## src/rtl/t_toggle_monitor_if.sv

```systemverilog
// Handshake and measurement bundle for t_toggle_monitor.
//   start        - measurement request (sampled only while idle)
//   q_in         - T flip-flop q output under observation
//   ready        - consumer accepts the result while valid is high
//   busy         - monitor is measuring or holding a result
//   valid        - result fields hold a completed measurement
//   toggle_count - q_in edges seen in the window
//   high_cycles  - window cycles with q_in high
//   overflow     - a counter saturated during the window
// master: the side that requests measurements and consumes results.
// slave:  the monitor itself.
interface t_toggle_monitor_if #(
  parameter int unsigned CNT_W = 8
);
  logic             start;
  logic             q_in;
  logic             ready;
  logic             busy;
  logic             valid;
  logic [CNT_W-1:0] toggle_count;
  logic [CNT_W-1:0] high_cycles;
  logic             overflow;

  modport master (
    output start, q_in, ready,
    input  busy, valid, toggle_count, high_cycles, overflow
  );

  modport slave (
    input  start, q_in, ready,
    output busy, valid, toggle_count, high_cycles, overflow
  );
endinterface

```

## src/rtl/t_toggle_monitor.sv

```systemverilog
// Measures activity of a T flip-flop output over a fixed window.
// On start it samples q_in for WINDOW cycles, counting edges of q_in and cycles where
// q_in is high, then presents the result on a valid/ready handshake.
// Ports:
//   clk   - system clock, rising edge
//   reset - asynchronous active-low reset
//   mon   - t_toggle_monitor_if slave modport (start/q_in/ready in, results out)
// Parameters:
//   WINDOW - cycles sampled per measurement (2..65536)
//   CNT_W  - result counter width; counters saturate at all-ones and set overflow.
//            Must match the CNT_W of the connected interface.
module t_toggle_monitor #(
  parameter int unsigned WINDOW = 16,
  parameter int unsigned CNT_W  = 8
) (
  input logic               clk,
  input logic               reset,
  t_toggle_monitor_if.slave mon
);

  localparam int unsigned WinW = $clog2(WINDOW + 1);
  localparam logic [WinW-1:0] WinLast = WinW'(WINDOW - 1);
  localparam logic [CNT_W-1:0] CntMax = '1;

  typedef enum logic [1:0] {StIdle, StMeasure, StReport} state_e;

  state_e            state_q, state_d;
  logic              q_d;
  logic [WinW-1:0]   win_q, win_d;
  logic [CNT_W-1:0]  tog_q, tog_d;
  logic [CNT_W-1:0]  high_q, high_d;
  logic              ovf_q, ovf_d;
  logic              q_edge;

  // q_d tracks q_in in every state so the first window sample has a valid reference.
  assign q_edge = (mon.q_in != q_d);

  always_comb begin
    state_d = state_q;
    win_d   = win_q;
    tog_d   = tog_q;
    high_d  = high_q;
    ovf_d   = ovf_q;
    unique case (state_q)
      StIdle: begin
        if (mon.start) begin
          state_d = StMeasure;
          win_d   = '0;
          tog_d   = '0;
          high_d  = '0;
          ovf_d   = 1'b0;
        end
      end
      StMeasure: begin
        if (q_edge) begin
          if (tog_q == CntMax) ovf_d = 1'b1;
          else                 tog_d = tog_q + CNT_W'(1);
        end
        if (mon.q_in) begin
          if (high_q == CntMax) ovf_d  = 1'b1;
          else                  high_d = high_q + CNT_W'(1);
        end
        win_d = win_q + WinW'(1);
        // The sample that brings win_cnt to WINDOW is the last one of the window.
        if (win_q == WinLast) state_d = StReport;
      end
      StReport: begin
        if (mon.ready) state_d = StIdle;
      end
      default: state_d = StIdle;
    endcase
  end

  always_ff @(posedge clk or negedge reset) begin
    if (!reset) begin
      state_q <= StIdle;
      q_d     <= 1'b0;
      win_q   <= '0;
      tog_q   <= '0;
      high_q  <= '0;
      ovf_q   <= 1'b0;
    end else begin
      state_q <= state_d;
      q_d     <= mon.q_in;
      win_q   <= win_d;
      tog_q   <= tog_d;
      high_q  <= high_d;
      ovf_q   <= ovf_d;
    end
  end

  assign mon.busy         = (state_q != StIdle);
  assign mon.valid        = (state_q == StReport);
  assign mon.toggle_count = tog_q;
  assign mon.high_cycles  = high_q;
  assign mon.overflow     = ovf_q;

endmodule

```

## src/flat_wrapper.sv

```systemverilog
// flat-port wrapper written by rule: the top's interface ports become plain ports
module t_toggle_monitor_flat 
#(
  parameter int unsigned WINDOW = 16,
  parameter int unsigned CNT_W  = 8
)
  (clk, reset, mon_start, mon_q_in, mon_ready, mon_busy, mon_valid, mon_toggle_count, mon_high_cycles, mon_overflow);
  t_toggle_monitor_if #(.CNT_W(CNT_W)) mon_i ();
  input logic clk;
  input logic reset;
  input wire logic [$bits(mon_i.start)-1:0] mon_start;
  input wire logic [$bits(mon_i.q_in)-1:0] mon_q_in;
  input wire logic [$bits(mon_i.ready)-1:0] mon_ready;
  output wire logic [$bits(mon_i.busy)-1:0] mon_busy;
  output wire logic [$bits(mon_i.valid)-1:0] mon_valid;
  output wire logic [$bits(mon_i.toggle_count)-1:0] mon_toggle_count;
  output wire logic [$bits(mon_i.high_cycles)-1:0] mon_high_cycles;
  output wire logic [$bits(mon_i.overflow)-1:0] mon_overflow;
  assign mon_i.start = mon_start;
  assign mon_i.q_in = mon_q_in;
  assign mon_i.ready = mon_ready;
  assign mon_busy = mon_i.busy;
  assign mon_valid = mon_i.valid;
  assign mon_toggle_count = mon_i.toggle_count;
  assign mon_high_cycles = mon_i.high_cycles;
  assign mon_overflow = mon_i.overflow;
  t_toggle_monitor #(.WINDOW(WINDOW), .CNT_W(CNT_W)) u_core (.clk(clk), .reset(reset), .mon(mon_i));
endmodule
```

## config.mk

```make
export PLATFORM = sky130hd
export DESIGN_NAME = t_toggle_monitor_flat
export DESIGN_NICKNAME = d
export VERILOG_FILES = /design/src/rtl/t_toggle_monitor_if.sv /design/src/rtl/t_toggle_monitor.sv /design/src/flat_wrapper.sv
export SDC_FILE = /design/constraint.sdc
export NUM_CORES = 1
export LEC_CHECK = 0
export ABC_AREA = 1
export CAP_MARGIN = 20
export CORE_AREA = 2 2 51 53
export CTS_BUF_LIST = sky130_fd_sc_hd__clkbuf_4 sky130_fd_sc_hd__clkbuf_8
export DETAILED_ROUTE_END_ITERATION = 7
export DIE_AREA = 0 0 53 55
export DONT_BUFFER_PORTS = 1
export PLACE_DENSITY = 0.83
export RECOVER_POWER = 50
export SYNTH_ARGS = -nofsm -noshare
export SYNTH_HDL_FRONTEND = slang
export SYNTH_SLANG_ARGS = --single-unit
```

## constraint.sdc

```tcl
create_clock -name clk -period 2.4 [get_ports clk]
set_input_delay 0.12 -clock clk [delete_from_list [all_inputs] [get_ports clk]]
set_output_delay 0.12 -clock clk [all_outputs]
set_load 0.02 [all_outputs]
```

# After elaboration in Yosys (flattened, before gate mapping)
# Index checks and enable logic that the tools add are counted.
[op_classes]
add_sub_neg = 3
eq_ne = 13
mux = 19
n_reduce_logical = 7
[op_table]
columns = ["operator", "n"]
rows = [
  ["8-bit two-way mux", 5],
  ["8-bit one-hot mux with 2 select lines", 2],
  ["8-bit by 1-bit adder with 8-bit output, second input constant", 2],
  ["8-bit equality test, second input constant", 2],
  ["2-bit != test, second input constant", 5],
  ["5-bit one-hot mux with 2 select lines", 1],
  ["4-bit AND reduction", 2],
  ["2-bit two-way mux", 3],
  ["2-bit one-hot mux with 3 select lines", 1],
  ["5-bit by 1-bit adder with 5-bit output, second input constant", 1],
  ["5-bit by 4-bit equality test with 1-bit output, second input constant", 1],
  ["1-bit two-way mux", 5],
  ["5-bit two-way mux", 1],
  ["2-bit by 1-bit != test with 1-bit output, second input constant", 2],
  ["2-bit nonzero test", 2],
  ["3-bit AND reduction", 1],
  ["2-bit by 1-bit equality test with 1-bit output, second input constant", 1],
  ["2-bit equality test, second input constant", 1],
  ["2-bit logical NOT", 1],
  ["1-bit one-hot mux with 2 select lines", 1],
  ["2-bit AND reduction", 1],
  ["1-bit != test", 1],
]
[totals]
ff_bits = 25
inputBits = 5
out_inout_bits = 19

# Longest topological paths before layout
# Gate-level depths: netlist (run 1).
[logic_depth]
ltp_word = 6
mapped_depth = 8

# Least setup slack after synthesis (run 1)
# No wires, ideal clock.
[synth_path]
path_kind = "flip-flop to flip-flop"
from = "reg u_core.high_q[0], in the netlist u_core.mon.high_cycles[0]"
to = "reg u_core.high_q[0], in the netlist u_core.mon.high_cycles[0]"
setup_time_ns = 0.078
t_arrival_ns = 1.363
required_ns = 2.322
path_slack_ns = 0.959
stages_incl_launch_ff = 9
n_path_buf = 1
period_less_slack_ns = 1.441
cell_sequence = "dfrtp_1 -> ha_1 -> nand2_1 -> nor2_2 -> nand3_2 -> nand3_2 -> buf_6 -> nand2_1 -> o21ai_1"
[synth_between]
elab_chain_cells = 4
elab_cells_between_ends = 7
cone_classes = "1 x add/sub; 2 x eq/ne; 3 x mux; 1 x reduce/logical"
[synth_lines]
columns = ["element", "line", "rtl"]
rows = [
  ["start: declaration", "t_toggle_monitor.sv:31", "logic [CNT_W-1:0] high_q, high_d;"],
  ["start signal: assignment", "t_toggle_monitor.sv:87", "high_q <= high_d;"],
  ["8-bit by 1-bit adder with 8-bit output", "t_toggle_monitor.sv:61", "else high_d = high_q + CNT_W'(1);"],
  ["8-bit two-way mux", "t_toggle_monitor.sv:60", "if (high_q == CntMax) ovf_d = 1'b1;"],
  ["8-bit two-way mux", "t_toggle_monitor.sv:59", "if (mon.q_in) begin"],
  ["8-bit one-hot mux with 2 select lines", "t_toggle_monitor.sv:44", "unique case (state_q)"],
]
# Parallel ways exist; a longest one is shown, timed or not. The select of a mux whose other input is x is not followed.
# A chain may end at the register's enable or synchronous reset.

# Final worst setup path (run 1)
[layout_path]
from = "reg u_core.high_q[0], in the netlist u_core.mon.high_cycles[0]"
to = "reg u_core.high_q[7], in the netlist u_core.mon.high_cycles[7]"
# Same word-level chain as after synthesis.

==> flow_summary.yaml, run 1 <==
placed_design:
  place_congestion: 0.768
  hpwl_um: 2130
  post-place-ws_ps: 787
  io_buffers: 0
route:
  wl_um: 2920
  avgViaCountPerCell: 5.50
  wire_per_inst_um: 12.8
  postRouteAntennaNets: 0
  firstDrtPassIters: 4
  drc: 0
  dr_total_vias: 1255
  drtIter0Drc: 27
clocking:
  cts_tree: "done"
  clk_pin_slew_ps: 130
  cts_made_buffers: 3
  cts-root-buf: "clkbuf_4"
  clk_latency_ps: 300
  htree_levels: 1
  cts_sinks: 25
  cts_setup_buffers: 0
  cts_buffer_depth: 2
worst_setup_path:
  slowest_stage: "dfrtp_1"
  r2r_cells: 7
  arrival_ps: 1910
  crit_path_end_kind: "flip-flop"
  cp-start-kind: "flip-flop"
  reg2reg_from: "u_core.mon.high_cycles[0]$_DFFE_PN0P_"
  rrSetupSlack_ps: 730
  worst_path_largest_cell_delay_ps: 590
  cp_max_fo: 11
  regToRegEndpoint: "u_core.mon.high_cycles[7]$_DFFE_PN0P_"
  cp.required_ps: 2630
  crit_chain: "ha_1, nand2_1, nor2_2, nand3_2, nand3_2, nand2_1, o21ai_1"
  worstSetupPathType: "flip-flop to flip-flop"
floorplan:
  initial_utilization_pct: 62.2
  dieArea_mm2: 0.00292
  die_h_um: 55
  fp.dieW_um: 53
  rows: 18
  top_level_ports: 24
  coreArea_mm2: 0.00236
hold_path:
  min-delay-start: "mon_start"
  hp-class: "primary input to flip-flop"
  hold_path_end: "u_core.state_q[0]$_DFFE_PN0P_"
  hold_path_depth: 2
power_and_ir_drop:
  p_leak_nw: 0.706
  powerDensity_mw_per_mm2: 952
  peakVddDrop_mv: 0.594
  finalPower_mw: 1.46
sta:
  final.setup.worst_slack_ps: 726
  fmax_mhz: 597
  maxSlewViolCount: 0
  fin_skew_ps: 5.36
  fin_hold_ws_ps: 49.4
  report.final.hold_viol_count: 0
  finalSetupTns_ps: 0
  period_needed_ps: 1670
  rsz0062_at_grt: "no"
  finalCritPeriodShare_pct: 69.8
  worst_pin_slew_ps: 1350
  setup_viol: 0
  relSlewSlack_pct: 9.77
finish:
  multi_input_area_um2: 728
  ff_latch_area_um2: 626
  diodes: 0
  post_route_cells_drive_above_1_share_pct: 10.6
  area_growth_pct: 4.09
  fin_nets: 208
  fillers: 208
  final_util_pct: 64.7
grt:
  grt_overflow_total: 0
  grt_pass1_vias: 1194
  grt_pass1_wl_um: 4950
  grt_max_degree: 26
  grt_antenna_before_repair: 0
  grt_util_all_layers_pct: 22.6
logic_synthesis:
  yosysUniqueCellTypes: 22
  syn_area_mm2: 0.00147
  synth_edf_count: 0
  synth_area_leader_cell: "dfrtp_1"
  synth_commonest_cells: "63 x nand2_1, 25 x dfrtp_1, 22 x nand3_1, 18 x inv_1, 17 x nor2_1"
  synthFlopType: "dfrtp_1"
  synthCells: 194
  async_flop_share_pct: 100
  synth_fp_nets: 203
  ys_seq_area_share_pct: 42.6
  yosys_warnings: 0
  synth_seq_cells: 25
  synthTopCellsByArea: "dfrtp_1 43%, nand2_1 16%, nand3_1 7.5%"
  synth_most_common_cell: "nand2_1"
  yosysTopAreaCellShare_pct: 42.6
  avgSynthCellArea_um2: 7.58
outcome:
  status: "complete, no violations"
run:
  drv_cap: 0
[cell usage in the layout, fill, tap and decap left out, types with 3 or more instances in the layout]
cell type | Yosys | layout
dlygate4sd3_1 | 0 | 3
nand3_2 | 4 | 4
nor2_4 | 3 | 3
dfrtp_1 | 25 | 25
clkbuf_4 | 0 | 4
nand3_1 | 22 | 22
nor2_2 | 4 | 4
nand2_2 | 4 | 4
inv_1 | 18 | 18
xor2_1 | 4 | 4
o21ai_1 | 9 | 9
ha_1 | 4 | 4
nor2_1 | 17 | 17
o21ai_0 | 4 | 4
nand2_1 | 63 | 63
[flip-flops by register name, indices dropped and copies added, names as in the netlist]
register                 flops
u_core.mon.toggle_count      8
u_core.mon.high_cycles       8
u_core.state_q               2
u_core.win_q                 5
u_core.mon.overflow          1
u_core.q_d                   1
[critical path: cells and delay by family (launching register included)]
kind                     cells  cell delay, ps
AO/OA/AOI/OAI                1              90
flip-flops                   1             590
adder cells (fa/ha/maj)      1             240
AND/OR/NAND/NOR              5             680
[worst max-delay path by stage]
stage | start | endpoint
floorplan | u_core.mon.high_cycles[0]$_DFFE_PN0P_ | u_core.mon.high_cycles[0]$_DFFE_PN0P_
global route | u_core.mon.high_cycles[0]$_DFFE_PN0P_ | u_core.mon.high_cycles[7]$_DFFE_PN0P_
detailed placement | u_core.mon.high_cycles[0]$_DFFE_PN0P_ | u_core.mon.high_cycles[7]$_DFFE_PN0P_
global placement | u_core.mon.high_cycles[0]$_DFFE_PN0P_ | u_core.mon.high_cycles[6]$_DFFE_PN0P_
CTS | u_core.mon.high_cycles[0]$_DFFE_PN0P_ | u_core.mon.high_cycles[7]$_DFFE_PN0P_
finish | u_core.mon.high_cycles[0]$_DFFE_PN0P_ | u_core.mon.high_cycles[7]$_DFFE_PN0P_
[layout make-up]
class,count,area share [%]
clock buffer,4,1.96
multi-input combinational,145,47.6
tap,30,2.45
sequential,25,40.9
timing repair buffer,4,2.21
inverter,20,4.91
[logic make-up (layout without fill, tap and decap cells)]
kind of cell | after synthesis | count (layout) | synth area share, %
fa+ha+maj | 4 | 4 | 3.40
xor+xnor | 4 | 4 | 2.38
compound gates | 17 | 17 | 6.21
flops | 25 | 25 | 42.6
buf+inv | 24 | 28 | 7.91
simple gates | 120 | 120 | 37.5
[report_power, final]
part	switching, mW	internal, mW
sequential	0.205	0.529
clock	0.116	0.0759
combinational	0.357	0.173
total	0.679	0.778
[per-stage QoR]
step | cell area, µm² | std cells
floorplan | 1470 | 194
global placement | 1470 | 220
detailed placement | 1470 | 220
CTS | 1550 | 228
global route | 1530 | 228
finish | 1530 | 228
[per-layer routing]
| layer | global-route usage [%] | share of wire [%] | vias to the layer above |
|---|---|---|---|
| li1 | - | - | 623 |
| met1 | 26.6 | 42 | 601 |
| met2 | 42.1 | 51 | 27 |
| met3 | 4.57 | 5.0 | 4 |
| met4 | 5.98 | 0.99 | 0 |
| met5 | 0 | 0 | - |
[repair_timing]
item,CTS,global route
endpoints found under the hold margin,27,0
hold buffers,4,0
gates resized for setup,0,0
No activity file was read; power rests on OpenSTA's default activity.
==> run 2, diff against run 1 <==
==> constraint.sdc (replaced) <==
create_clock -name clk -period 1.6 [get_ports clk]
set_input_delay 0.08 -clock clk [delete_from_list [all_inputs] [get_ports clk]]
set_output_delay 0.08 -clock clk [all_outputs]
set_load 0.02 [all_outputs]
==> flow_summary.yaml, run 2 (synthesis gave the netlist of run 1 again) <==
outcome:
  status: "complete, no violations"
sta:
  worst_pin_slew_ps: 1130
  rsz0062_at_grt: "no"
  setup_viol: 0
  fin_skew_ps: 13.0
  report.final.hold_viol_count: 0
  finalCritPeriodShare_pct: 91.8
  fmax_mhz: 681
  period_needed_ps: 1470
  relSlewSlack_pct: 24.6
  maxSlewViolCount: 0
  finalSetupTns_ps: 0
worst_setup_path:
  arrival_ps: 1680
  worstSetupPathType: "flip-flop to flip-flop"
  reg2reg_from: "u_core.mon.high_cycles[0]$_DFFE_PN0P_"
  cp-start-kind: "flip-flop"
  rrSetupSlack_ps: 130
  crit_path_end_kind: "flip-flop"
  r2r_cells: 7
  cp_max_fo: 11
  regToRegEndpoint: "u_core.mon.high_cycles[5]$_DFFE_PN0P_"
  cp.required_ps: 1810
hold_path:
  hold_path_end: "u_core.mon.high_cycles[0]$_DFFE_PN0P_"
  min-delay-start: "mon_q_in"
  hold_path_depth: 4
  hp-class: "primary input to flip-flop"
clocking:
  cts_buffer_depth: 2
  cts_sinks: 25
  clk_latency_ps: 320
  clk_pin_slew_ps: 150
  cts_setup_buffers: 0
  htree_levels: 1
  cts_made_buffers: 3
  cts-root-buf: "clkbuf_4"
  cts_tree: "done"
finish:
  layout_common_cells: "63 x nand2_1, 24 x dfrtp_1, 22 x nand3_1, 18 x inv_1, 17 x nor2_1"
  area_growth_pct: 12.8
  final_common_cell: "nand2_1"
  fin_nets: 226
  final_util_pct: 70.1
  diodes: 0
  post_route_cells_drive_above_1_share_pct: 15.3
  fin_cells: 246
floorplan:
  top_level_ports: 24
  initial_utilization_pct: 62.2
  fp.dieW_um: 53
  rows: 18
  dieArea_mm2: 0.00292
  die_h_um: 55
  coreArea_mm2: 0.00236
power_and_ir_drop:
  powerDensity_mw_per_mm2: 1440
  p_leak_nw: 0.781
  peakVddDrop_mv: 1.09
route:
  wire_per_inst_um: 13.5
  avgViaCountPerCell: 5.39
  wl_um: 3310
  drc: 0
  drtIter0Drc: 29
  postRouteAntennaNets: 0
  firstDrtPassIters: 4
  dr_total_vias: 1327
placed_design:
  io_buffers: 0
  hpwl_um: 2440
  post-place-cells: 237
  place_congestion: 0.771
grt:
  grt_util_all_layers_pct: 24.2
  grt_overflow_total: 0
  grt_antenna_before_repair: 0
  grt_pass1_vias: 1182
  grt_max_degree: 26
  grt_pass1_wl_um: 5120
run:
  drv_cap: 0
## run 2: changes by cell type in the layout (fill, tap and decap cells not counted), sizes merged
cell / before / now
buf: 0 / 11
clkbuf: 5 / 9
clkinvlp: 0 / 1
dlygate4sd3: 3 / 4
dlymetal6s4s: 0 / 1
## run 2: layout make-up
type	instances	area, µm²
clock buffer	3	22.5
clock inverter	1	7.51
fill	205	707
inverter	20	77.6
multi-input combinational	145	728
sequential	25	627
tap	30	37.5
timing repair buffer	22	158
## run 2: through the flow
stage          area, µm²  worst slack, ps  hold WS [ps]  power [mW]
6_report            1660              131          11.0        2.38
5_1_grt             1660             13.7          37.9        2.54
4_1_cts             1680              104          10.3        2.39
3_5_place_dp        1590              150          -215        2.08
3_3_place_gp        1590              202          -215        2.01
2_1_floorplan       1470              159          -216        1.79
## run 2: critical path, stage by stage (launching register included)
cell,delay (ps)
dfrtp_1,410
ha_1,210
nand2_1,170
nor2_2,80
nand3_2,80
nand3_2,200
nand2_1,130
o21ai_1,70
## run 2: power breakdown
part / internal [mW] / leakage, nW / total, mW / switching, mW
clock: 0.0955 / 0.0139 / 0.293 / 0.198
sequential: 0.797 / 0.325 / 0.942 / 0.145
combinational: 0.373 / 0.442 / 1.14 / 0.771
total: 1.27 / 0.781 / 2.38 / 1.11
## run 2: layer usage
layer	wire length [µm]	global-route usage (%)
met1	1410	29.4
met2	1700	44.4
met3	171	4.03
met4	33	6.84
met5	0	0
## run 2: timing repair
item,4_1_cts,5_1_grt
endpoints found under the setup margin,0,13
hold buffers,5,0
gates resized for setup,0,3
hold endpoints to repair,28,0
## run 2: worst max-delay path by stage
stage / start / end / cells past startpoint
after floorplan: u_core.mon.high_cycles[0]$_DFFE_PN0P_ / u_core.mon.high_cycles[0]$_DFFE_PN0P_ / 8
after global placement: u_core.state_q[1]$_DFFE_PN0P_ / u_core.mon.high_cycles[5]$_DFFE_PN0P_ / 6
after detailed placement: u_core.state_q[1]$_DFFE_PN0P_ / u_core.mon.toggle_count[2]$_DFFE_PN0P_ / 7
after CTS: u_core.state_q[1]$_DFFE_PN0P_ / u_core.mon.toggle_count[2]$_DFFE_PN0P_ / 7
after global routing: u_core.state_q[1]$_DFFE_PN0P_ / u_core.mon.high_cycles[5]$_DFFE_PN0P_ / 7
final: u_core.mon.high_cycles[0]$_DFFE_PN0P_ / u_core.mon.high_cycles[5]$_DFFE_PN0P_ / 7
